**src/rtl/out_capture.sv**
```systemverilog
// ---------------------------------------------------------------------------
// out_capture
//   Capture FIFO for wide samples. It sits in front of the 32-bit
//   word-serializing read register. Samples arrive from a valid/ready
//   producer. The head sample is held steady on dout until the
//   serializer's end-of-sequence read pulse pops it.
//
// Parameters
//   C_NUM_BITS  sample width (1..1024)
//   C_DEPTH     FIFO entries, power of two (2..16)
//   C_DROP      0 = backpressure on s_ready, 1 = always ready, drop when full
//
// Ports
//   clk             rising-edge clock
//   resetn          synchronous active-low reset
//   s_data          producer sample
//   s_valid         producer sample valid
//   s_ready         accept indication (registered terms only)
//   dout            head sample, drives serializer din
//   read            one-cycle pop pulse from the serializer
//   avail           FIFO non-empty
//   level           stored entry count, 0..C_DEPTH
//   overflow_count  dropped samples (C_DROP=1), saturating
// ---------------------------------------------------------------------------
module out_capture #(
    parameter int C_NUM_BITS = 32,
    parameter int C_DEPTH    = 2,
    parameter int C_DROP     = 0
) (
    input  logic                      clk,
    input  logic                      resetn,
    input  logic [C_NUM_BITS-1:0]     s_data,
    input  logic                      s_valid,
    output logic                      s_ready,
    output logic [C_NUM_BITS-1:0]     dout,
    input  logic                      read,
    output logic                      avail,
    output logic [$clog2(C_DEPTH):0]  level,
    output logic [15:0]               overflow_count
);

    localparam int PW = $clog2(C_DEPTH);
    localparam int LW = PW + 1;
    localparam logic [LW-1:0] C_FULL = LW'(C_DEPTH);

    logic [C_NUM_BITS-1:0] r_mem [0:C_DEPTH-1];
    logic [PW-1:0]         r_wr_ptr;
    logic [PW-1:0]         r_rd_ptr;
    logic [LW-1:0]         r_level;
    logic [15:0]           r_ovf;
    logic [C_NUM_BITS-1:0] r_dout;
    logic                  r_rst_done;

    logic                  w_full;
    logic                  w_empty;
    logic                  w_pop;
    logic                  w_push;
    logic                  w_drop;
    logic                  w_ready;
    logic [PW-1:0]         w_rd_next;

    assign w_full    = (r_level == C_FULL);
    assign w_empty   = (r_level == '0);
    assign w_pop     = read & ~w_empty;
    assign w_rd_next = r_rd_ptr + PW'(1);

    // s_ready depends only on registered state. In drop mode a full FIFO
    // can still take a sample when the head is popped on the same edge.
    always_comb begin
        w_ready = 1'b0;
        w_push  = 1'b0;
        w_drop  = 1'b0;
        if (C_DROP != 0) begin
            w_ready = r_rst_done;
            w_push  = s_valid & r_rst_done & (~w_full | w_pop);
            w_drop  = s_valid & r_rst_done & w_full & ~w_pop;
        end else begin
            w_ready = r_rst_done & ~w_full;
            w_push  = s_valid & w_ready;
        end
    end

    // Sample storage needs no reset; the entries are only read once valid.
    always_ff @(posedge clk) begin
        if (resetn && w_push) begin
            r_mem[r_wr_ptr] <= s_data;
        end
    end

    always_ff @(posedge clk) begin
        if (!resetn) begin
            r_wr_ptr   <= '0;
            r_rd_ptr   <= '0;
            r_level    <= '0;
            r_ovf      <= '0;
            r_dout     <= '0;
            r_rst_done <= 1'b0;
        end else begin
            r_rst_done <= 1'b1;

            if (w_push) begin
                r_wr_ptr <= r_wr_ptr + PW'(1);
            end
            if (w_pop) begin
                r_rd_ptr <= w_rd_next;
            end

            case ({w_push, w_pop})
                2'b10:   r_level <= r_level + LW'(1);
                2'b01:   r_level <= r_level - LW'(1);
                default: r_level <= r_level;
            endcase

            if (w_drop && (r_ovf != 16'hFFFF)) begin
                r_ovf <= r_ovf + 16'd1;
            end

            // dout is a copy of the head entry. It changes only when the head
            // changes, and it keeps the last popped sample once the FIFO drains.
            if (w_pop) begin
                if (r_level > LW'(1)) begin
                    r_dout <= r_mem[w_rd_next];
                end else if (w_push) begin
                    r_dout <= s_data;
                end
            end else if (w_push && w_empty) begin
                r_dout <= s_data;
            end
        end
    end

    assign s_ready        = w_ready;
    assign dout           = r_dout;
    assign avail          = ~w_empty;
    assign level          = r_level;
    assign overflow_count = r_ovf;

endmodule
```
**config.mk**
```make
export PLATFORM = sky130hd
export DESIGN_NAME = out_capture
export DESIGN_NICKNAME = d
export VERILOG_FILES = /design/src/rtl/out_capture.sv
export SDC_FILE = /design/constraint.sdc
export NUM_CORES = 1
export LEC_CHECK = 0
export ABC_AREA = 1
export BUFFER_PORTS_ARGS = -buffer_cell sky130_fd_sc_hd__buf_2
export CAP_MARGIN = 20
export CORE_ASPECT_RATIO = 2
export CORE_MARGIN = 2
export CORE_UTILIZATION = 55
export DETAILED_ROUTE_END_ITERATION = 6
export PLACE_DENSITY = 0.8
export RECOVER_POWER = 100
export SLEW_MARGIN = 20
export SYNTH_ARGS = -nofsm -noshare
export SYNTH_HDL_FRONTEND = slang
export SYNTH_SLANG_ARGS = --single-unit
```
**constraint.sdc**
```tcl
create_clock -name clk -period 4.25 [get_ports clk]
set_input_delay 0.6375 -clock clk [delete_from_list [all_inputs] [get_ports clk]]
set_output_delay 0.6375 -clock clk [all_outputs]
set_load 0.01 [all_outputs]
```
======== Word-level counts from Yosys, hierarchy flattened ========
Memory sizes are Yosys's and may differ from the RTL's.
Index checks and enable logic that the tools add are counted.
operators by class
  bitwise logic cells ..................... 5
  multiplexer cells ....................... 8
  reductions and logical operators ........ 6
  eq/ne operators ......................... 4
  magnitude comparators ................... 1
  add/sub/neg operators ................... 4
operator list
  cell                                                   count
  two-way mux 32 bit                                     4
  == test 2 bit, second input constant                   2
  one-hot mux 2 bit (2 select lines)                     1
  nonzero test 2 bit                                     2
  bitwise AND 1 bit                                      3
  two-way mux 1 bit                                      3
  inequality test 3 x 1 -> 1 bit, second input constant  1
  adder 1 bit, second input constant                     2
  adder 2 x 1 -> 2 bit, second input constant            1
  == test 2 x 1 -> 1 bit, second input constant          1
  > comparator 2 x 1 -> 1 bit, second input constant     1
  logical AND 1 bit                                      2
  zero test 2 bit                                        1
  NOT 1 bit                                              2
  AND reduction 2 bit                                    1
  subtractor 2 x 1 -> 2 bit, second input constant       1
storage, ports and cells
  word-level logic and storage cells ...... 34
  memories ................................ 1
  bits of input ports ..................... 36
  output and inout port bits .............. 52
  register bits ........................... 37
  bits in writable memories ............... 64
memories
  memory  words  bits a word  read ports  clocked after memory_dff  write ports  line  source
  r_mem   2      32           1           0                         1            46    logic [C_NUM_BITS-1:0] r_mem [0:C_DEPTH-1];

======== Logic depth before layout (Yosys ltp) ========
Gate-level depths: netlist of the first run.
  depth after elaboration ................. 7
  mapped depth ............................ 12
  mapped depth without buffers ............ 11

======== Worst setup path after synthesis of the first run ========
OpenSTA, ideal clock, no wires.
  kind .................................... reg-to-reg
  from .................................... reg r_level[0] (netlist: level[0])
  to ...................................... mem r_mem[1][0], enable pin
  stages on the path, launching flop included .. 6
  path slack .............................. 0.458 ns
  required time ........................... 3.789 ns
  period minus slack after synthesis ...... 3.792 ns
  setup time .............................. 0.461 ns
  arrival time ............................ 3.331 ns
  buffers on the path ..................... 0
  path through ............................ dfxtp_1 > inv_1 > ha_1 > nor2_1 > nand2_1 > nor3_1
between the ends
  cells in the longest elaborated chain, start to end .. 7
ends and longest elaborated chain
  what                                     line  source
  from (decl)                              49    logic [LW-1:0] r_level;
  from (signal assigned)                   109   2'b10: r_level <= r_level + LW'(1);
  from (signal assigned)                   110   2'b01: r_level <= r_level - LW'(1);
  from (signal assigned)                   111   default: r_level <= r_level;
  == test 2 bit                            62    assign w_full = (r_level == C_FULL);
  NOT 1 bit                                78    w_ready = r_rst_done & ~w_full;
  bitwise AND 1 bit                        78
  via s_ready                              34    output logic s_ready,
  bitwise AND 1 bit                        79    w_push = s_valid & w_ready;
  logical AND 1 bit                        85    if (resetn && w_push) begin
  two-way mux 1 bit                        85
  two-way mux 1 bit (not written as such)  86    r_mem[r_wr_ptr] <= s_data;
  to (decl)                                46
The timed path passes the listed nets, and every way through them passes these cells.

======== Worst setup path after layout of the first run ========
  from .................................... in resetn
  to ...................................... mem r_mem[1][30], enable pin
between the ends
  cells in the longest elaborated chain, start to end .. 3
ends and longest elaborated chain
  what                                     line  source
  from (decl)                              31    input logic resetn,
  logical AND 1 bit                        85
  two-way mux 1 bit                        85
  two-way mux 1 bit (not written as such)  86
Every way passes these cells.

==> results of run 1 <==
## worst paths after layout
path / slack (ps) / endpoint / cells after the start / start
max: 1120 / r_mem[1][30] / 4 / resetn
min: 500 / r_wr_ptr / 2 / r_wr_ptr
max reg2reg: 2020 / r_mem[1][30] / 6 / level[0]
min reg2reg: 500 / r_wr_ptr / 2 / r_wr_ptr
## state kept, by name (all words and copies together) (netlist names)
signal / flops
r_wr_ptr: 1
r_rd_ptr: 1
level: 2
r_mem: 64
dout: 32
r_rst_done: 1
## synth_stat cells, drive strengths merged
master and number:
a21oi 4, buf 37, clkbuf 2, conb 1
dfxtp 37, edfxtp 64, ha 5, inv 45
nand2 265, nand3 1, nand4 1, nor2 68
nor3 1, o21ai 3, xor2 1
## area by class of cell
cell class / instances / area [µm²] / area share
tap: 96 / 120 / 0.0239
sequential: 101 / 2660 / 0.530
clock inverter: 6 / 76.3 / 0.0152
multi-input combinational: 365 / 1470 / 0.293
clock buffer: 10 / 239 / 0.0476
inverter: 45 / 169 / 0.0336
timing repair buffer: 73 / 283 / 0.0563
## cells in the final DEF (no fill, tap or decap)
cell type and n:
nand2_1 262, clkbuf_16 9, clkbuf_1 68, clkbuf_2 1, ha_1 5, buf_2 3
edfxtp_1 64, xor2_1 1, nor2_1 66, inv_2 2, bufinv_16 2, nand4_1 1
a21oi_1 4, buf_4 1, nand2_2 1, o21ai_0 3, nand2_4 2, inv_1 43
clkinv_1 3, conb_1 16, nand3_1 1, clkbuf_8 1, nor2_4 2, nor3_2 1
clkinv_2 1, dfxtp_1 37
## metal layers
layer | GRT usage | wire length (µm) | up-vias
met5 | 0 | 0 | -
met4 | 0.0911 | 192 | 0
met3 | 0.0512 | 463 | 11
met2 | 0.379 | 4940 | 99
met1 | 0.236 | 3500 | 1511
li1 | - | - | 1716
## through the flow
step	setup WS, ps	total power [mW]	hold slack (ps)	util	std cells
global route	884	3.47	523	0.632	696
floorplan	458	2.16	441	-	550
CTS	1740	3.31	484	0.642	696
finish	1120	3.23	501	0.632	696
detailed placement	1590	2.44	475	0.603	680
global placement	1680	2.39	459	0.603	680
## power breakdown
group	internal [mW]	switching [mW]	leakage, nW
Sequential	1.23	0.0897	0.886
Clock	0.524	0.335	0.155
Combinational	0.324	0.726	1.27
Total	2.08	1.15	2.31
## critical path: stages
cell,delay (ps)
clkbuf_1,1110
inv_1,390
nor3_2,240
clkbuf_2,710
## cells by family (layout without fill, tap and decap cells)
group | count (synthesis) | count (layout) | synth area share
AO/OA/AOI/OAI | 7 | 7 | 0.00779
XOR/XNOR | 1 | 1 | 0.00195
adder cells (fa/ha/maj) | 5 | 5 | 0.0139
buffers and inverters | 84 | 134 | 0.0974
flip-flops | 101 | 101 | 0.592
other | 1 | 16 | 0.000834
AND/OR/NAND/NOR | 336 | 336 | 0.286
==> results.ini, run 1 <==
[status]
outcome=finished with violations
violations=capacitance limit, slew limit

[clock_network]
cts_tree=yes
clk_pin_slew_worst_paths_ps=60
clk-insertion-delay-late_ps=350
cts.sinks=101
cts-root-buf=clkbuf_16
cts_buffer_depth=2
cts_buffers=9
cts_resized=0
ctsHoldBuffers=0
cts_setup_buffers=0
htreeDepth=3

[logic_synthesis]
ys_seq_area_frac=0.592
yosysWarnings=0
netlist_instances=535
synth_area_leaders=edfxtp_1 43%, nand2_1 22%, dfxtp_1 16%, nor2_1 5.6%, buf_4 5.2%
synth_top_cell_by_area=edfxtp_1
yosys.area.top_type_share=0.427
ys_types=21
syn_area_mm2=0.00450
syn_area_per_cell_um2=8.41
ys_ff_latch=101

[setup_path]
worstSetupPathType=in2reg
worstPathMaxFanout=35
crit_arrival_ps=3110
cp-end-kind=register
worst_ep_required_time_ps=4220
start_kind=primary input

[timing]
maxSlewViolCount=36
maxSlewHeadroom=-0.0432
period_share=0.737
setup_tns_ps=0
finClkSkew_ps=5.85
setup_viol=0
rsz0062_at_grt=no
finalCriticalPeriod_ps=3130
hold_violations=0
tightestPinTransition_ps=1560
fmax_ghz=0.319

[power]
leakage_nw=2.31
powerDensity_mw_per_mm2=644
peakVddDrop_v=0.000367

[placed_design]
placed_cell_area_mm2=0.00479
hpwl_um=5690
routabilityCongestion=0.871
portBuffers=71

[finish]
diodes=0
nets=636
syn_to_final_growth_pct=11.6
fin_area_mm2=0.00502
drive_gt1_frac=0.0433
fillers=682

[run]
drv_cap=1

[global_route]
grt_max_degree=65
antenna_found_initial=0
grt_pass1_vias=3148
grt_usage=0.215
grt_pass1_wl_um=14500
grt-ovfl-total=0

[route]
wl_um=9090
drt_iter0_drc=224
ant_nets=0
vias_per_cell=4.79
wl_per_cell_um=13.1
drcViolationCount=0
num_vias=3337
drt_pass1_iterations=4

[die]
fp.dieH_um=132
row_count=46
io_pins=88
core-area_mm2=0.00794
die_w_um=67.9
start_util=0.566
design.die.area_mm2=0.00896

[min_path]
hold_path_class=reg2reg

No activity file was read; power rests on OpenSTA's default activity.
==> inputs of run 2 (changes only) <==
--- a/config.mk
+++ b/config.mk
@@ -5,14 +5,14 @@
 export SDC_FILE = /design/constraint.sdc
 export NUM_CORES = 1
 export LEC_CHECK = 0
-export ABC_AREA = 1
+export ABC_AREA = 0
 export BUFFER_PORTS_ARGS = -buffer_cell sky130_fd_sc_hd__buf_2
 export CAP_MARGIN = 20
 export CORE_ASPECT_RATIO = 2
 export CORE_MARGIN = 2
 export CORE_UTILIZATION = 55
 export DETAILED_ROUTE_END_ITERATION = 6
-export PLACE_DENSITY = 0.8
+export PLACE_DENSITY = 0.79
 export RECOVER_POWER = 100
 export SLEW_MARGIN = 20
 export SYNTH_ARGS = -nofsm -noshare
==> constraint.sdc (replaced) <==
create_clock -name clk -period 3.1 [get_ports clk]
set_input_delay 0.465 -clock clk [delete_from_list [all_inputs] [get_ports clk]]
set_output_delay 0.465 -clock clk [all_outputs]
set_load 0.01 [all_outputs]
==> run 2 against run 1 <==
Effect of this change:
- the run still ends with capacitance limit, slew limit left
- cell area is 0.77% higher
- clock power is 28% higher
- combinational power is 36% lower
- sequential power is 28% higher
- count of clock-buffer cells in the layout is 2 higher
- total power is 7.4% higher
- sequential share of layout area is 0.38 points lower
- global-route usage is 0.85 points lower
- critical path depth stayed put
- flip-flop and latch count stayed put
- synthesized area is 4.2% higher
- core utilization is 2.2 points lower
==> results.ini, run 2 <==
[status]
outcome=finished with violations
violations=capacitance limit, slew limit

[timing]
maxSlewHeadroom=-0.208
hold_violations=0
rsz0062_at_grt=no
finClkSkew_ps=8.54
tightestPinTransition_ps=1810
fmax_ghz=0.380
setup_viol=0
setup_tns_ps=0
maxSlewViolCount=73
finalCriticalPeriod_ps=2630
period_share=0.848

[min_path]
hold_path_class=in2reg

[finish]
layout_common_cells=71 x clkbuf_1, 64 x edfxtp_1, 36 x dfxtp_1, 34 x nand2_1
syn_to_final_growth_pct=7.96
drive_gt1_frac=0.156
diodes=0
final_common_cell=clkbuf_1
nets=441
regMostFlops=r_mem
largest_register_ffs=64
post-route-util=0.610

[clock_network]
clk-insertion-delay-late_ps=340
cts-root-buf=clkbuf_16
cts_buffer_depth=2
cts_buffers=9
cts.sinks=101
cts_setup_buffers=0
clk_pin_slew_worst_paths_ps=70
cts_resized=0
ctsHoldBuffers=0
htreeDepth=3
cts_tree=yes

[logic_synthesis]
synth_top_cell_by_area=edfxtp_1
yosys.area.top_type_share=0.410
ys_types=34
yosysWarnings=0
ys_seq_area_frac=0.568
synthTopCellsByCount=64 x edfxtp_1, 37 x dfxtp_1, 34 x nand2_1
post-synth-top-count-cell=edfxtp_1
synth_edf_count=64
ys_ff_latch=101
synth_ff_type=edfxtp_1
syn_area_per_cell_um2=14.1
netlist_instances=333
synthArstFlopShare=0
syn_area_mm2=0.00469
synth_area_leaders=edfxtp_1 41%, dfxtp_1 16%, o221ai_2 7.4%, mux2i_1 6.8%, mux2_2 6.5%

[setup_path]
worstSetupPathType=in2reg
cp-end-kind=register
r2r_setup_slack_ps=560
crit_chain=buf_2, clkbuf_1, nor3b_1, buf_4
worst_ep_required_time_ps=3120
path_buf_inv=3
r2r_start=level[0]
crit_path_start=resetn
rr_endpoint=r_mem[1][0]
start_kind=primary input
cp_slowest_stage_delay_ps=1290
crit_cells=4
reg2regPathDepth=4
worst_path_dominant_cell_family=buffers and inverters
crit_arrival_ps=2640
worstPathMaxFanout=39
critPathCapture=r_mem[0][16]
cp_slowest_cell=clkbuf_1

[global_route]
grt_pass1_wl_um=14900
grt-ovfl-total=0
grt_util_met1=0.213
met3_usage=0.0410
grt_usage=0.207
grt_pass1_vias=2998
grt_max_degree=40
met2_usage=0.393
top_usage_layer=met2
antenna_found_initial=0

[route]
drcViolationCount=0
num_vias=2847
vias_per_cell=5.66
wl_per_cell_um=18.7
drt_pass1_iterations=4
ant_nets=0
wl_um=9420
drt_iter0_drc=155

[run]
drv_cap=2

[die]
row_count=47
core-area_mm2=0.00829
io_pins=88
design.die.area_mm2=0.00932
die_w_um=69.3
start_util=0.565
fp.dieH_um=135

[power]
leakage_nw=1.64
peakVddDrop_v=0.000450
powerDensity_mw_per_mm2=686

[placed_design]
hpwl_um=6560
portBuffers=71
routabilityCongestion=0.740

## run 2: cell types whose count changed after synthesis, sizes merged, moves of 4 or more
cell	before	now
nand2	265	34
nor2	68	0
inv	45	5
o221ai	0	33
mux2	0	32
mux2i	0	32
or3	0	32
clkbuf	2	8
buf	37	32
a21oi	4	0
## run 2: power breakdown
part           switching (mW)  internal, mW  leakage (nW)
Combinational           0.392         0.280         0.613
Sequential              0.130          1.56         0.885
Clock                   0.456         0.647         0.145
Total                   0.979          2.49          1.64
## run 2: worst min path at each step
stage	to	slack [ps]	cells after the start	from
global route	r_mem[1][26]	350	1	s_data[26]
floorplan	r_rst_done	490	0	resetn
finish	r_mem[1][26]	350	1	s_data[26]
global placement	level[0]	490	2	level[0]
detailed placement	level[0]	530	2	level[0]
CTS	r_mem[1][26]	320	1	s_data[26]
## run 2: stage by stage
stage | power, mW | std cells | instance area (µm²) | setup slack (ps) | hold slack, ps
2_1_floorplan | 2.26 | 348 | 4750 | 446 | 493
3_3_place_gp | 2.47 | 487 | 5000 | 866 | 492
3_5_place_dp | 2.50 | 487 | 5000 | 749 | 526
4_1_cts | 3.59 | 503 | 5290 | 736 | 315
5_1_grt | 3.61 | 503 | 5060 | 329 | 347
6_report | 3.47 | 503 | 5060 | 471 | 354
## run 2: cells by family (layout without fill, tap and decap cells)
| kind of cell | count (synthesis) | after routing | synth area share |
|---|---|---|---|
| buffers and inverters | 45 | 102 | 0.0724 |
| AO/OA/AOI/OAI | 37 | 37 | 0.103 |
| multiplexers | 64 | 64 | 0.145 |
| XOR/XNOR | 3 | 3 | 0.00561 |
| AND/OR/NAND/NOR | 77 | 77 | 0.0919 |
| other | 1 | 16 | 0.000800 |
| flip-flops | 101 | 101 | 0.568 |
| adder cells (fa/ha/maj) | 5 | 5 | 0.0134 |
## run 2: worst reg2reg max path: stages, from the launching register on
cell and delay [ps]:
dfxtp_1 410, inv_1 80, ha_1 230, nor2b_1 160
and4_1 1250
## run 2: layer usage
metal | routed length, µm | vias to the layer above | share of wire
met1 | 3520 | 1385 | 0.37
met4 | 310 | 0 | 0.033
met5 | 0 | - | 0
li1 | - | 1368 | -
met3 | 311 | 21 | 0.033
met2 | 5270 | 73 | 0.56
## run 2: layout make-up
class / count / area [µm²]
Clock buffer: 12 / 246
Clock inverter: 4 / 47.5
Fill cell: 709 / 3230
Inverter: 5 / 18.8
Multi-Input combinational cell: 202 / 1620
Sequential cell: 101 / 2660
Tap cell: 98 / 123
Timing Repair Buffer: 81 / 337
==> inputs of run 3 (changes only) <==
==> constraint.sdc (replaced) <==
create_clock -name clk -period 2.5 [get_ports clk]
set_input_delay 0.375 -clock clk [delete_from_list [all_inputs] [get_ports clk]]
set_output_delay 0.375 -clock clk [all_outputs]
set_load 0.01 [all_outputs]
==> run 3 against run 2 <==
Effect of this change:
- the run now ends clean
- sequential share of layout area down 0.29 points
- sequential power rose by 22%
- die area unchanged
- global-route usage down 0.17 points
- clock power increased by 14%
- cell area rose by 0.54%
- setup slack lost 200 ps
- clock skew down 2.2 ps
- hold slack lost 95 ps
- flip-flop and latch count did not move
- critical path type is now reg2reg
- highest routed layer unchanged
==> results.ini, run 3 (synthesis gave the netlist of run 2 again) <==
[status]
outcome=completed

[die]
start_util=0.565
core-area_mm2=0.00829
die_w_um=69.3
design.die.area_mm2=0.00932
fp.dieH_um=135
io_pins=88
row_count=47

[setup_path]
crit_arrival_ps=2420
start_kind=register
r2r_start=level[0]
cp-end-kind=register
worstPathMaxFanout=15
critPathCapture=dout[8]
r2r_setup_slack_ps=270
reg2regPathDepth=9
worst_ep_required_time_ps=2700
crit_path_start=level[0]
rr_endpoint=dout[8]
worstSetupPathType=reg2reg

[power]
peakVddDrop_v=0.000491
power_mw=4.23
powerDensity_mw_per_mm2=831
leakage_nw=1.67

[timing]
setup_viol=0
finalCriticalPeriod_ps=2230
tightestPinTransition_ps=822
setup_tns_ps=0
finClkSkew_ps=6.36
rsz0062_at_grt=no
fmax_ghz=0.449
hold_ws_ps=260
maxSlewViolCount=0
period_share=0.890
maxSlewHeadroom=0.452
hold_violations=0

[clock_network]
cts_tree=yes
ctsHoldBuffers=0
clk_pin_slew_worst_paths_ps=70
cts.sinks=101
cts-root-buf=clkbuf_16
cts_setup_buffers=0
cts_buffers=9
cts_resized=0
clk-insertion-delay-late_ps=340
cts_buffer_depth=2
htreeDepth=3

[placed_design]
routabilityCongestion=0.797
hpwl_um=6450
portBuffers=71

[global_route]
grt_max_degree=40
grt-ovfl-total=0
grt_pass1_wl_um=14700
grt_pass1_vias=2964
grt_usage=0.205
antenna_found_initial=0

[route]
wl_um=9440
wl_met1_um=3440
num_vias=2877
wl_per_cell_um=18.6
highest_layer=met4
route.met3.wl_um=348
drt_pass1_iterations=4
drt_iter0_drc=186
drcViolationCount=0
ant_nets=0
vias_per_cell=5.67
wl_met2_um=5410

[finish]
syn_to_final_growth_pct=8.54
layout_common_cells=68 x clkbuf_1, 64 x edfxtp_1, 36 x dfxtp_1, 34 x nand2_1
regMostFlops=r_mem
fillers=703
largest_register_ffs=64
final_common_cell=clkbuf_1
diodes=0
drive_gt1_frac=0.174
nets=445

[min_path]
hold_path_class=in2reg

[run]
drv_cap=0

## run 3: cell count changes in the layout (fill, tap and decap cells not counted), moves of 2 or more
cell / delta
clkbuf_1: -3
clkinv_2: +4
buf_4: +2
and2_0: -2
and2_1: +2
## run 3: how the worst min path moves through the flow
stage	start	slack (ps)	to	depth (start not counted)
final	s_data[9]	260	r_mem[0][9]	1
after global routing	s_data[26]	260	r_mem[1][26]	1
after CTS	s_data[9]	220	r_mem[0][9]	1
after detailed placement	level[0]	520	level[0]	2
after global placement	level[0]	500	level[0]	2
after floorplan	resetn	400	r_rst_done	0
## run 3: metal layers
| metal | track usage | vias up |
|---|---|---|
| li1 | - | 1371 |
| met1 | 0.213 | 1407 |
| met2 | 0.389 | 83 |
| met3 | 0.0425 | 16 |
| met4 | 0.0893 | 0 |
| met5 | 0 | - |
## run 3: power by group
part | internal [mW] | switching, mW | total [mW]
Sequential | 1.94 | 0.132 | 2.07
Combinational | 0.382 | 0.518 | 0.900
Clock | 0.668 | 0.585 | 1.25
## run 3: final cells by class
cell class | count | area, µm² | share of cell area
Clock buffer | 9 | 225 | 0.0443
Sequential cell | 101 | 2660 | 0.524
Clock inverter | 7 | 41.3 | 0.00812
Tap cell | 98 | 123 | 0.0241
Timing Repair Buffer | 85 | 403 | 0.0792
Inverter | 5 | 18.8 | 0.00369
Multi-Input combinational cell | 202 | 1610 | 0.317
## run 3: critical path: stages (launching register included)
cell	delay [ps]
dfxtp_1	400
inv_1	100
ha_1	240
or2b_4	290
inv_2	80
ha_1	150
inv_2	90
o221ai_1	250
clkbuf_4	310
o221ai_1	160
## run 3: per-stage QoR
| step | cell area (µm²) | setup WS (ps) | util | instances |
|---|---|---|---|---|
| 2_1_floorplan | 4750 | 270 | - | 348 |
| 3_3_place_gp | 5030 | 377 | 0.607 | 490 |
| 3_5_place_dp | 5030 | 250 | 0.607 | 490 |
| 4_1_cts | 5300 | 225 | 0.639 | 506 |
| 5_1_grt | 5090 | 115 | 0.613 | 507 |
| 6_report | 5090 | 274 | 0.613 | 507 |
